$ cat config.mk
export PLATFORM = sky130hd
export DESIGN_NAME = jt12_modbuf_flat
export DESIGN_NICKNAME = d
export VERILOG_FILES = /design/src/rtl/jt12_modbuf_if.sv /design/src/rtl/jt12_modbuf.sv /design/src/flat_wrapper.sv
export SDC_FILE = /design/constraint.sdc
export NUM_CORES = 1
export LEC_CHECK = 0
export BUFFER_PORTS_ARGS = -buffer_cell sky130_fd_sc_hd__buf_2
export CAP_MARGIN = 20
export CORE_ASPECT_RATIO = 0.9
export CORE_MARGIN = 2
export CORE_UTILIZATION = 60
export CTS_CLUSTER_DIAMETER = 40
export CTS_CLUSTER_SIZE = 40
export DETAILED_ROUTE_END_ITERATION = 10
export GPL_TIMING_DRIVEN = 0
export PLACE_DENSITY = 0.77
export SETUP_SLACK_MARGIN = 0.2
export SYNTH_ARGS = -nofsm -noshare
export SYNTH_HDL_FRONTEND = slang
export SYNTH_SLANG_ARGS = --single-unit
$ cat constraint.sdc
create_clock -name clk -period 4.82 [get_ports clk]
set_clock_uncertainty 0.05 [all_clocks]
set_input_delay 0.241 -clock clk [delete_from_list [all_inputs] [get_ports clk]]
set_output_delay 0.241 -clock clk [all_outputs]
set_load 0.01 [all_outputs]
$ cat src/rtl/jt12_modbuf_if.sv
// jt12_modbuf_if: slot-side bus between the modulation-routing decoder, the
// operator write-back path and the modulation buffer.
//   rd_ch, s*_enters       channel and one-hot operator entering this slot
//   xuse_*, yuse_*         x/y source selects from the routing decoder
//   fb_I                   S1 self-feedback level for rd_ch (0 = off)
//   op_we/op_ch/op_sel     write strobe, channel and operator of a result
//   op_result              signed 14-bit finished operator output
//   mod_out, mod_valid     signed 10-bit phase modulation and its valid flag
// master drives the slot and write signals; slave is the buffer itself.
interface jt12_modbuf_if;
  logic [2:0]  rd_ch;
  logic        s1_enters;
  logic        s2_enters;
  logic        s3_enters;
  logic        s4_enters;
  logic        xuse_prevprev1;
  logic        xuse_prev2;
  logic        xuse_internal;
  logic        yuse_prev1;
  logic        yuse_prev2;
  logic        yuse_internal;
  logic [2:0]  fb_I;
  logic        op_we;
  logic [2:0]  op_ch;
  logic [1:0]  op_sel;
  logic [13:0] op_result;
  logic [9:0]  mod_out;
  logic        mod_valid;

  modport master (
    output rd_ch, s1_enters, s2_enters, s3_enters, s4_enters,
           xuse_prevprev1, xuse_prev2, xuse_internal,
           yuse_prev1, yuse_prev2, yuse_internal, fb_I,
           op_we, op_ch, op_sel, op_result,
    input  mod_out, mod_valid
  );

  modport slave (
    input  rd_ch, s1_enters, s2_enters, s3_enters, s4_enters,
           xuse_prevprev1, xuse_prev2, xuse_internal,
           yuse_prev1, yuse_prev2, yuse_internal, fb_I,
           op_we, op_ch, op_sel, op_result,
    output mod_out, mod_valid
  );
endinterface

$ cat src/rtl/jt12_modbuf.sv
// jt12_modbuf: per-channel operator-output history and modulation summer.
// Keeps, per channel, the last two S1 outputs plus the latest S2 and S3
// outputs, picks the x/y modulation sources named by the routing decoder
// for the operator entering this slot, sums them and scales the result
// into a 10-bit phase-modulation word. Two-stage pipeline on clk_en.
// Ports:
//   clk     system clock
//   rst     synchronous active-high reset (clears history and pipeline)
//   clk_en  slot advance; nothing changes while low
//   bus     slave side of jt12_modbuf_if (slot, write and result signals)
// Parameter:
//   num_ch  number of channels held in history (6 or 3)
module jt12_modbuf #(
  parameter int num_ch = 6
) (
  input  logic           clk,
  input  logic           rst,
  input  logic           clk_en,
  jt12_modbuf_if.slave   bus
);

  typedef struct packed {
    logic [13:0] tap_pp1;
    logic [13:0] tap_p1;
    logic [13:0] tap_p2;
    logic [13:0] tap_int;
    logic        x_pp1;
    logic        x_p2;
    logic        x_int;
    logic        y_p1;
    logic        y_int;
    logic [2:0]  fb;
    logic        is_s1;
    logic        legal;
  } stage1_t;

  logic [13:0] s1a [num_ch];
  logic [13:0] s1b [num_ch];
  logic [13:0] s2  [num_ch];
  logic [13:0] s3  [num_ch];

  stage1_t     st1;
  stage1_t     st1_next;

  logic [13:0] h_s1a, h_s1b, h_s2, h_s3;
  logic [3:0]  enters;
  logic        legal;

  // yuse_prev2 has no tap behind it in this pipeline; it is deliberately ignored.
  logic unused_sel;
  assign unused_sel = bus.yuse_prev2;

  assign enters = {bus.s4_enters, bus.s3_enters, bus.s2_enters, bus.s1_enters};
  assign legal  = $onehot(enters) && (bus.rd_ch < 3'(num_ch));

  // History read for rd_ch; an out-of-range channel reads zeros.
  always_comb begin
    // NOTE: every always_comb output gets a default first so no path can
    // leave it unassigned and infer a latch.
    h_s1a = '0;
    h_s1b = '0;
    h_s2  = '0;
    h_s3  = '0;
    for (int c = 0; c < num_ch; c++) begin
      if (bus.rd_ch == 3'(c)) begin
        h_s1a = s1a[c];
        h_s1b = s1b[c];
        h_s2  = s2[c];
        h_s3  = s3[c];
      end
    end
  end

  // Tap mapping for the entering operator; unlisted taps read zero.
  always_comb begin
    st1_next       = '0;
    st1_next.x_pp1 = bus.xuse_prevprev1;
    st1_next.x_p2  = bus.xuse_prev2;
    st1_next.x_int = bus.xuse_internal;
    st1_next.y_p1  = bus.yuse_prev1;
    st1_next.y_int = bus.yuse_internal;
    st1_next.fb    = bus.fb_I;
    st1_next.is_s1 = bus.s1_enters;
    st1_next.legal = legal;
    if (bus.s1_enters) begin
      st1_next.tap_pp1 = h_s1b;
      st1_next.tap_p1  = h_s1a;
    end else if (bus.s2_enters) begin
      st1_next.tap_p1  = h_s1a;
    end else if (bus.s3_enters) begin
      st1_next.tap_pp1 = h_s1a;
      st1_next.tap_p1  = h_s1a;
      st1_next.tap_p2  = h_s2;
    end else if (bus.s4_enters) begin
      st1_next.tap_pp1 = h_s3;
      st1_next.tap_p2  = h_s2;
      st1_next.tap_p1  = h_s1a;
      st1_next.tap_int = h_s3;
    end
  end

  // Stage 2: source priority, sum and scaling.
  logic [13:0]        x_val, y_val;
  logic signed [14:0] sum;
  logic signed [14:0] fb_shifted;
  logic [3:0]         fb_shamt;
  logic [9:0]         mod_next;

  always_comb begin
    x_val = '0;
    if      (st1.x_pp1) x_val = st1.tap_pp1;
    else if (st1.x_p2)  x_val = st1.tap_p2;
    else if (st1.x_int) x_val = st1.tap_int;

    y_val = '0;
    if      (st1.y_p1)  y_val = st1.tap_p1;
    else if (st1.y_int) y_val = st1.tap_int;
  end

  assign sum        = {x_val[13], x_val} + {y_val[13], y_val};
  assign fb_shamt   = 4'd9 - {1'b0, st1.fb};
  assign fb_shifted = sum >>> fb_shamt;

  always_comb begin
    mod_next = '0;
    if (st1.legal) begin
      if (st1.is_s1) mod_next = (st1.fb == 3'd0) ? 10'd0 : fb_shifted[9:0];
      else           mod_next = sum[10:1];
    end
  end

  always_ff @(posedge clk) begin
    if (rst) begin
      // NOTE: the history is a handful of registers, not a RAM macro, so it
      // is cleared on reset along with the pipeline.
      for (int c = 0; c < num_ch; c++) begin
        s1a[c] <= '0;
        s1b[c] <= '0;
        s2[c]  <= '0;
        s3[c]  <= '0;
      end
      st1           <= '0;
      bus.mod_out   <= '0;
      bus.mod_valid <= 1'b0;
    end else if (clk_en) begin
      // NOTE: non-blocking assignments make the stage-1 read below see the
      // history as it stood before this edge's write (read-before-write).
      if (bus.op_we) begin
        for (int c = 0; c < num_ch; c++) begin
          if (bus.op_ch == 3'(c)) begin
            case (bus.op_sel)
              2'd0: begin
                s1b[c] <= s1a[c];
                s1a[c] <= bus.op_result;
              end
              2'd1:    s2[c] <= bus.op_result;
              2'd2:    s3[c] <= bus.op_result;
              default: ;  // S4 output is not kept
            endcase
          end
        end
      end
      st1           <= st1_next;
      bus.mod_out   <= mod_next;
      bus.mod_valid <= st1.legal;
    end
  end

endmodule

$ cat src/flat_wrapper.sv
// flat-port wrapper written by rule: the top's interface ports become plain ports
module jt12_modbuf_flat 
#(
  parameter int num_ch = 6
)
  (clk, rst, clk_en, bus_rd_ch, bus_s1_enters, bus_s2_enters, bus_s3_enters, bus_s4_enters, bus_xuse_prevprev1, bus_xuse_prev2, bus_xuse_internal, bus_yuse_prev1, bus_yuse_prev2, bus_yuse_internal, bus_fb_I, bus_op_we, bus_op_ch, bus_op_sel, bus_op_result, bus_mod_out, bus_mod_valid);
  jt12_modbuf_if bus_i ();
  input  logic clk;
  input  logic rst;
  input  logic clk_en;
  input wire logic [$bits(bus_i.rd_ch)-1:0] bus_rd_ch;
  input wire logic [$bits(bus_i.s1_enters)-1:0] bus_s1_enters;
  input wire logic [$bits(bus_i.s2_enters)-1:0] bus_s2_enters;
  input wire logic [$bits(bus_i.s3_enters)-1:0] bus_s3_enters;
  input wire logic [$bits(bus_i.s4_enters)-1:0] bus_s4_enters;
  input wire logic [$bits(bus_i.xuse_prevprev1)-1:0] bus_xuse_prevprev1;
  input wire logic [$bits(bus_i.xuse_prev2)-1:0] bus_xuse_prev2;
  input wire logic [$bits(bus_i.xuse_internal)-1:0] bus_xuse_internal;
  input wire logic [$bits(bus_i.yuse_prev1)-1:0] bus_yuse_prev1;
  input wire logic [$bits(bus_i.yuse_prev2)-1:0] bus_yuse_prev2;
  input wire logic [$bits(bus_i.yuse_internal)-1:0] bus_yuse_internal;
  input wire logic [$bits(bus_i.fb_I)-1:0] bus_fb_I;
  input wire logic [$bits(bus_i.op_we)-1:0] bus_op_we;
  input wire logic [$bits(bus_i.op_ch)-1:0] bus_op_ch;
  input wire logic [$bits(bus_i.op_sel)-1:0] bus_op_sel;
  input wire logic [$bits(bus_i.op_result)-1:0] bus_op_result;
  output wire logic [$bits(bus_i.mod_out)-1:0] bus_mod_out;
  output wire logic [$bits(bus_i.mod_valid)-1:0] bus_mod_valid;
  assign bus_i.rd_ch = bus_rd_ch;
  assign bus_i.s1_enters = bus_s1_enters;
  assign bus_i.s2_enters = bus_s2_enters;
  assign bus_i.s3_enters = bus_s3_enters;
  assign bus_i.s4_enters = bus_s4_enters;
  assign bus_i.xuse_prevprev1 = bus_xuse_prevprev1;
  assign bus_i.xuse_prev2 = bus_xuse_prev2;
  assign bus_i.xuse_internal = bus_xuse_internal;
  assign bus_i.yuse_prev1 = bus_yuse_prev1;
  assign bus_i.yuse_prev2 = bus_yuse_prev2;
  assign bus_i.yuse_internal = bus_yuse_internal;
  assign bus_i.fb_I = bus_fb_I;
  assign bus_i.op_we = bus_op_we;
  assign bus_i.op_ch = bus_op_ch;
  assign bus_i.op_sel = bus_op_sel;
  assign bus_i.op_result = bus_op_result;
  assign bus_mod_out = bus_i.mod_out;
  assign bus_mod_valid = bus_i.mod_valid;
  jt12_modbuf #(.num_ch(num_ch)) u_core (.clk(clk), .rst(rst), .clk_en(clk_en), .bus(bus_i));
endmodule
## After elaboration in Yosys (flattened, before gate mapping)

Memory sizes are Yosys's and may differ from the RTL's.
Cells that the tools add are included.
W data, S select, Z words.

| word-level totals | value |
|---|---|
| bits in registers | 77 |
| bits in latches | 0 |
| bits in writable memories | 336 |
| ROM bits | 0 |
| input port bits | 39 |
| output and inout port bits | 11 |
| logic and storage cells | 226 |
| memories | 4 |

| cells by class | value |
|---|---|
| add/subtract/negate cells | 5 |
| $mul | 0 |
| div/mod/pow operators | 0 |
| magnitude comparators | 1 |
| eq/ne operators | 13 |
| shift-type cells | 1 |
| muxes and demuxes | 159 |
| bitwise gates (word level) | 24 |
| reduce and logical (&&, ||, !) cells | 5 |

Memory list:

| name | words | bits a word | rd ports | clocked after Yosys merged registers in | write ports | RTL line | RTL |
|---|---|---|---|---|---|---|---|
| u_core.s1a | 6 | 14 | 6 | 0 | 6 | jt12_modbuf.sv:37 | `logic [13:0] s1a [num_ch];` |
| u_core.s1b | 6 | 14 | 6 | 0 | 6 | jt12_modbuf.sv:38 | `logic [13:0] s1b [num_ch];` |
| u_core.s2 | 6 | 14 | 6 | 0 | 6 | jt12_modbuf.sv:39 | `logic [13:0] s2 [num_ch];` |
| u_core.s3 | 6 | 14 | 6 | 0 | 6 | jt12_modbuf.sv:40 | `logic [13:0] s3 [num_ch];` |

Operators with widths:

| kind | count |
|---|---|
| $mux W14 | 56 |
| $mux W1 | 95 |
| $mux W28 | 3 |
| $mux W56 | 1 |
| $mux W42 | 1 |
| $mux W10 | 3 |
| $or A1 B1 Y1 | 24 |
| $add A14 B14 Y15 | 1 |
| $sshr A15 B4 Y10 | 1 |
| $eq A3 B2 Y1 const B | 4 |
| $eq A3 B3 Y1 const B | 4 |
| $eq A3 B1 Y1 const B | 3 |
| $logic_not A3 Y1 | 3 |
| $add A1 B1 Y2 | 2 |
| $sub A4 B3 Y4 const A | 1 |
| $add A3 B3 Y3 | 1 |
| $lt A3 B3 Y1 const B | 1 |
| $eq A2 B1 Y1 const B | 1 |
| $eq A2 B2 Y1 const B | 1 |
| $logic_not A2 Y1 | 1 |
| $logic_and A1 B1 Y1 | 1 |

## Logic depth before layout (Yosys ltp)

| depth | value |
|---|---|
| depth in word-level cells | 11 |
| gate-level depth with buffers | 14 |
| depth with buffers taken out | 13 |

## Worst setup path before layout

OpenSTA, ideal clock, no wires.

| timing path | value |
|---|---|
| path type | reg2reg |
| from | reg u_core.st1[8] (netlist bit) |
| to | reg u_core.bus.mod_out[0] |
| library setup time | 0.122 ns |
| data arrival time | 3.200 ns |
| required time | 4.648 ns |
| setup slack | 1.447 ns |
| stages on the path, launching flop included | 13 |
| path buffers | 2 |
| period minus slack after synthesis | 3.373 ns |
| cell sequence | dfxtp_1 > clkbuf_1 > clkbuf_1 > a21oi_1 > o21ai_0 > ha_1 > a211oi_2 > o21ai_0 > a2111oi_2 > a2111oi_2 > a311oi_1 > o32ai_1 > a311o_1 |

| on the way | value |
|---|---|
| word-level cells in the longest chain between the ends | 7 |

Ends and longest elaborated chain:

| item | RTL line | RTL |
|---|---|---|
| start: declaration | jt12_modbuf.sv:42 | `stage1_t st1;` |
| start signal: assignment | jt12_modbuf.sv:163 | `st1 <= st1_next;` |
| $mux W14 (*) | jt12_modbuf.sv:112 | `else if (st1.x_p2) x_val = st1.tap_p2;` |
| $mux W14 (*) | jt12_modbuf.sv:111 | `if (st1.x_pp1) x_val = st1.tap_pp1;` |
| $add A14 B14 Y15 (*) | jt12_modbuf.sv:120 | `assign sum = {x_val[13], x_val} + {y_val[13], y_val};` |
| $sshr A15 B4 Y10 | jt12_modbuf.sv:122 | `assign fb_shifted = sum >>> fb_shamt;` |
| $mux W10 | jt12_modbuf.sv:127 | `if (st1.is_s1) mod_next = (st1.fb == 3'd0) ? 10'd0 : fb_shifted[9:0];` |
| $mux W10 (*) | jt12_modbuf.sv:127 |  |
| $mux W10 (*) | jt12_modbuf.sv:126 | `if (st1.legal) begin` |
| end signal: assignment | jt12_modbuf.sv:164 | `bus.mod_out <= mod_next;` |
| end: declaration | jt12_modbuf_if.sv:43 | `output mod_out, mod_valid` |

Every way passes the cells marked *; elsewhere a longest branch is shown, timed or not.
A chain may end at the register's enable or synchronous reset.

## Worst setup path after layout

Ends and elaborated chain as after synthesis.

==> flow_metrics.tcl <==
set metrics [dict create \
    slowest_stage "a2111oi_2" \
    hold_depth 2 \
    synth-edff-count 336 \
    ys.flop_type "edfxtp_1" \
    synth_commonest_cells "and2_1, edfxtp_1, nor2_1" \
    grt_overflow 0 \
    tightestPinTransition_ns 1.008 \
    slew_viol_final 0 \
    pin_count 50 \
    core-area_um2 33790 \
    dp_hpwl_um 45500 \
    ys_ff_latch 413 \
    required_ns 5.26 \
    ys_seq_area_share_pct 56.76 \
    dp_slack_ns 0.5811 \
    globalplace.congestion 1.035 \
    setup_viol 0 \
    multiInputGateArea_um2 8328 \
    synth.area.top_cells "edfxtp_1, and2_1, dfxtp_1" \
    core.rowCount 64 \
    nNetsFinal 1979 \
    max_freq_mhz 235.6 \
    worst_slack_ns 0.5758 \
    hold_slack_ns 0.09732 \
    intPower_mw 6.332 \
    port_buffers 46 \
    antenna_found_initial 4 \
    drv_cap 0 \
    p_sw_mw 2.135 \
    synth_cells 1802 \
    crit_arrival_ns 4.68 \
    synth_top_area_share_pct 49.24 \
    initial_utilization_pct 60.64 \
    wl_per_cell_um 26.05 \
    drc 0 \
    r2r_cells 12 \
    yosysWarnings 0 \
    hold_path_class "in -> reg" \
    period_needed_ns 4.244 \
    maxSlewHeadroom_pct 32.78 \
    ant_nets 0 \
    root_buffer "clkbuf_16" \
    finalCritPeriodShare_pct 88.05 \
    grt_pass1_vias 15040 \
    synth_nets 1861 \
    postCtsSetupRepairBufs 0 \
    power_frac_seq_pct 48.1 \
    ys_async_sr_fraction_pct 0 \
    viasPerCell 6.534 \
    synth.distinct_cells 80 \
    h-tree-depth 2 \
    clockPowerShare_pct 42.6 \
    syn-cell-area_um2 20490 \
    drive_gt1_share_pct 12.88 \
    clk_path_buf_depth 3 \
    area_delta_synth_final_pct 13.49 \
    crit_path_max_incr_delay_ns 0.53 \
    tritoncts "yes" \
    ir_drop_v 0.0003370 \
    p_per_area_nw_per_um2 364.1 \
    cts.sinks 413 \
    setup.worst_path.start "u_core.st1[8]$_SDFFE_PP0P_" \
    r2r-start "u_core.st1[8]$_SDFFE_PP0P_" \
    track_usage_pct 35.98 \
    worst_setup_path_start_kind "register" \
    fill_cells 2472 \
    rrSetupSlack_ns 0.58 \
    swShare_pct 25.21 \
    min_from "bus_op_result[11]" \
    totalWireLength_um 63040 \
    crit_fanout 10 \
    crit_type "reg -> reg" \
    r2r-end "u_core.bus.mod_out[0]$_SDFFE_PP0P_" \
    clk_latency_ns 0.55 \
    hold_viol 0 \
    end_kind "register" \
    grt_start_max_net_pins 29 \
    vias 15810 \
    syn_area_per_cell_um2 11.37 \
    combPwrFrac_pct 9.4 \
    outcome "complete, no violations" \
    first_pass_iters 6 \
    seq_area_um2 11630 \
    worst_hold_path.endpoint "u_core.s2[0][53]$_SDFFCE_PN0P_" \
    p_leak_nw 8.488 \
    path_cells "clkbuf_1 > clkbuf_1 > a21oi_1 > o21ai_0 > ha_1 > a211oi_2 > o21ai_0 > a2111o_1 > a2111oi_2 > a311oi_1 > o32ai_2 > a311o_1" \
    dieArea_um2 35650 \
    dieHeight_um 179.3 \
    die_w_um 198.8 \
    rsz0062_at_grt "false" \
    yosysTopAreaCell "edfxtp_1" \
    first_iter_violations 2294 \
    clk_pin_slew_ns 0.06 \
    yosysMostFrequentCell "and2_1" \
    grt_pass1_wl_um 93380 \
    utilization_pct 68.82 \
    cts_buffers 45 \
]
[cells by family after synthesis]
group                      after synthesis  synth area share, %
xor gates and xnor gates                 8               0.3419
and+or+nand+nor                        677                17.38
DFF                                    413                56.76
buffers and inverters                  151                2.967
AOI/OAI and AO/OA                      401                13.50
muxes                                  132                7.754
adders and majority gates               20                1.294
[worst max-delay path by stage]
stage	cells after the start	endpoint	slack, ns
2_1_floorplan	12	u_core.bus.mod_out[0]$_SDFFE_PP0P_	1.45
3_3_place_gp	4	u_core.s1b[0][15]$_SDFFCE_PN0P_	-0.26
3_5_place_dp	12	u_core.bus.mod_out[0]$_SDFFE_PP0P_	0.58
4_1_cts	12	u_core.bus.mod_out[0]$_SDFFE_PP0P_	0.54
5_1_grt	12	u_core.bus.mod_out[0]$_SDFFE_PP0P_	0.31
6_report	12	u_core.bus.mod_out[0]$_SDFFE_PP0P_	0.58
[layout make-up]
| class | count | area share (%) |
|---|---|---|
| sequential | 413 | 50.01 |
| inverter | 14 | 0.2260 |
| multi-input combinational | 1238 | 35.81 |
| buffer | 137 | 2.389 |
| clock inverter | 31 | 1.490 |
| timing repair buffer | 71 | 2.330 |
| clock buffer | 53 | 5.246 |
| antenna | 1 | 0.01076 |
| tap | 462 | 2.486 |
[what timing repair did]
action	CTS	global route
resized for setup	0	1
hold endpoints to repair	8	0
setup endpoints to repair	0	2
hold buffers	8	0
[flip-flops by register name, summed over array words and instances (netlist names)]
register / cells
u_core.s1a: 84
u_core.s1b: 84
u_core.s2: 84
u_core.s3: 84
u_core.st1: 66
u_core.bus.mod_out: 10
u_core.bus.mod_valid: 1
[stage by stage]
stage / total power [mW] / instance area, µm² / setup TNS [ns] / cells
2_1_floorplan: 4.570 / 20490 / 0 / 1802
3_3_place_gp: 4.860 / 21300 / -18.32 / 2310
3_5_place_dp: 4.899 / 21600 / 0 / 2327
4_1_cts: 8.429 / 23250 / 0 / 2419
5_1_grt: 8.662 / 23250 / 0 / 2419
6_report: 8.467 / 23260 / 0 / 2420
[metal layers]
metal	vias to the layer above	track usage, %	share of wire (%)
met3	144	7.919	12
met1	7777	51.77	40
met2	1008	54.46	44
li1	6879	-	-
met4	4	12.47	3.6
met5	-	0	0.044
[worst max-delay path, delay by kind of cell (launching register included)]
| kind | cells | cell delay (ns) |
|---|---|---|
| flip-flops | 1 | 0.32 |
| adder cells (fa/ha/maj) | 1 | 0.31 |
| buffers and inverters | 2 | 0.73 |
| AO/OA/AOI/OAI | 9 | 2.78 |
[placed cells by master, fill, tap and decap left out, types with 7 or more instances in the layout]
cell type / instances
buf_1: 9
a21oi_1: 64
ha_1: 18
a22oi_1: 87
a32oi_1: 16
a211oi_1: 17
clkbuf_16: 48
nor2_1: 152
mux2_2: 44
inv_1: 12
buf_6: 10
dfxtp_1: 77
nor3_1: 18
o211ai_1: 8
clkinvlp_4: 7
nand2_1: 115
mux2i_1: 71
inv_6: 9
clkbuf_1: 109
dlygate4sd3_1: 8
a22o_1: 15
and2_1: 338
o21ai_0: 59
o221ai_1: 13
buf_2: 68
o21ai_1: 16
mux4_2: 17
o22ai_1: 35
edfxtp_1: 336
[power by group through the flow]
stage / clock [mW] / sequential [mW] / combinational [mW]
after floorplan: 0 / 4.12 / 0.447
final: 3.60 / 4.07 / 0.792
after global placement: 0 / 4.14 / 0.715
after detailed placement: 0 / 4.14 / 0.756
after global routing: 3.75 / 4.08 / 0.830
after CTS: 3.59 / 4.07 / 0.767
No activity file was read; power rests on OpenSTA's default activity.
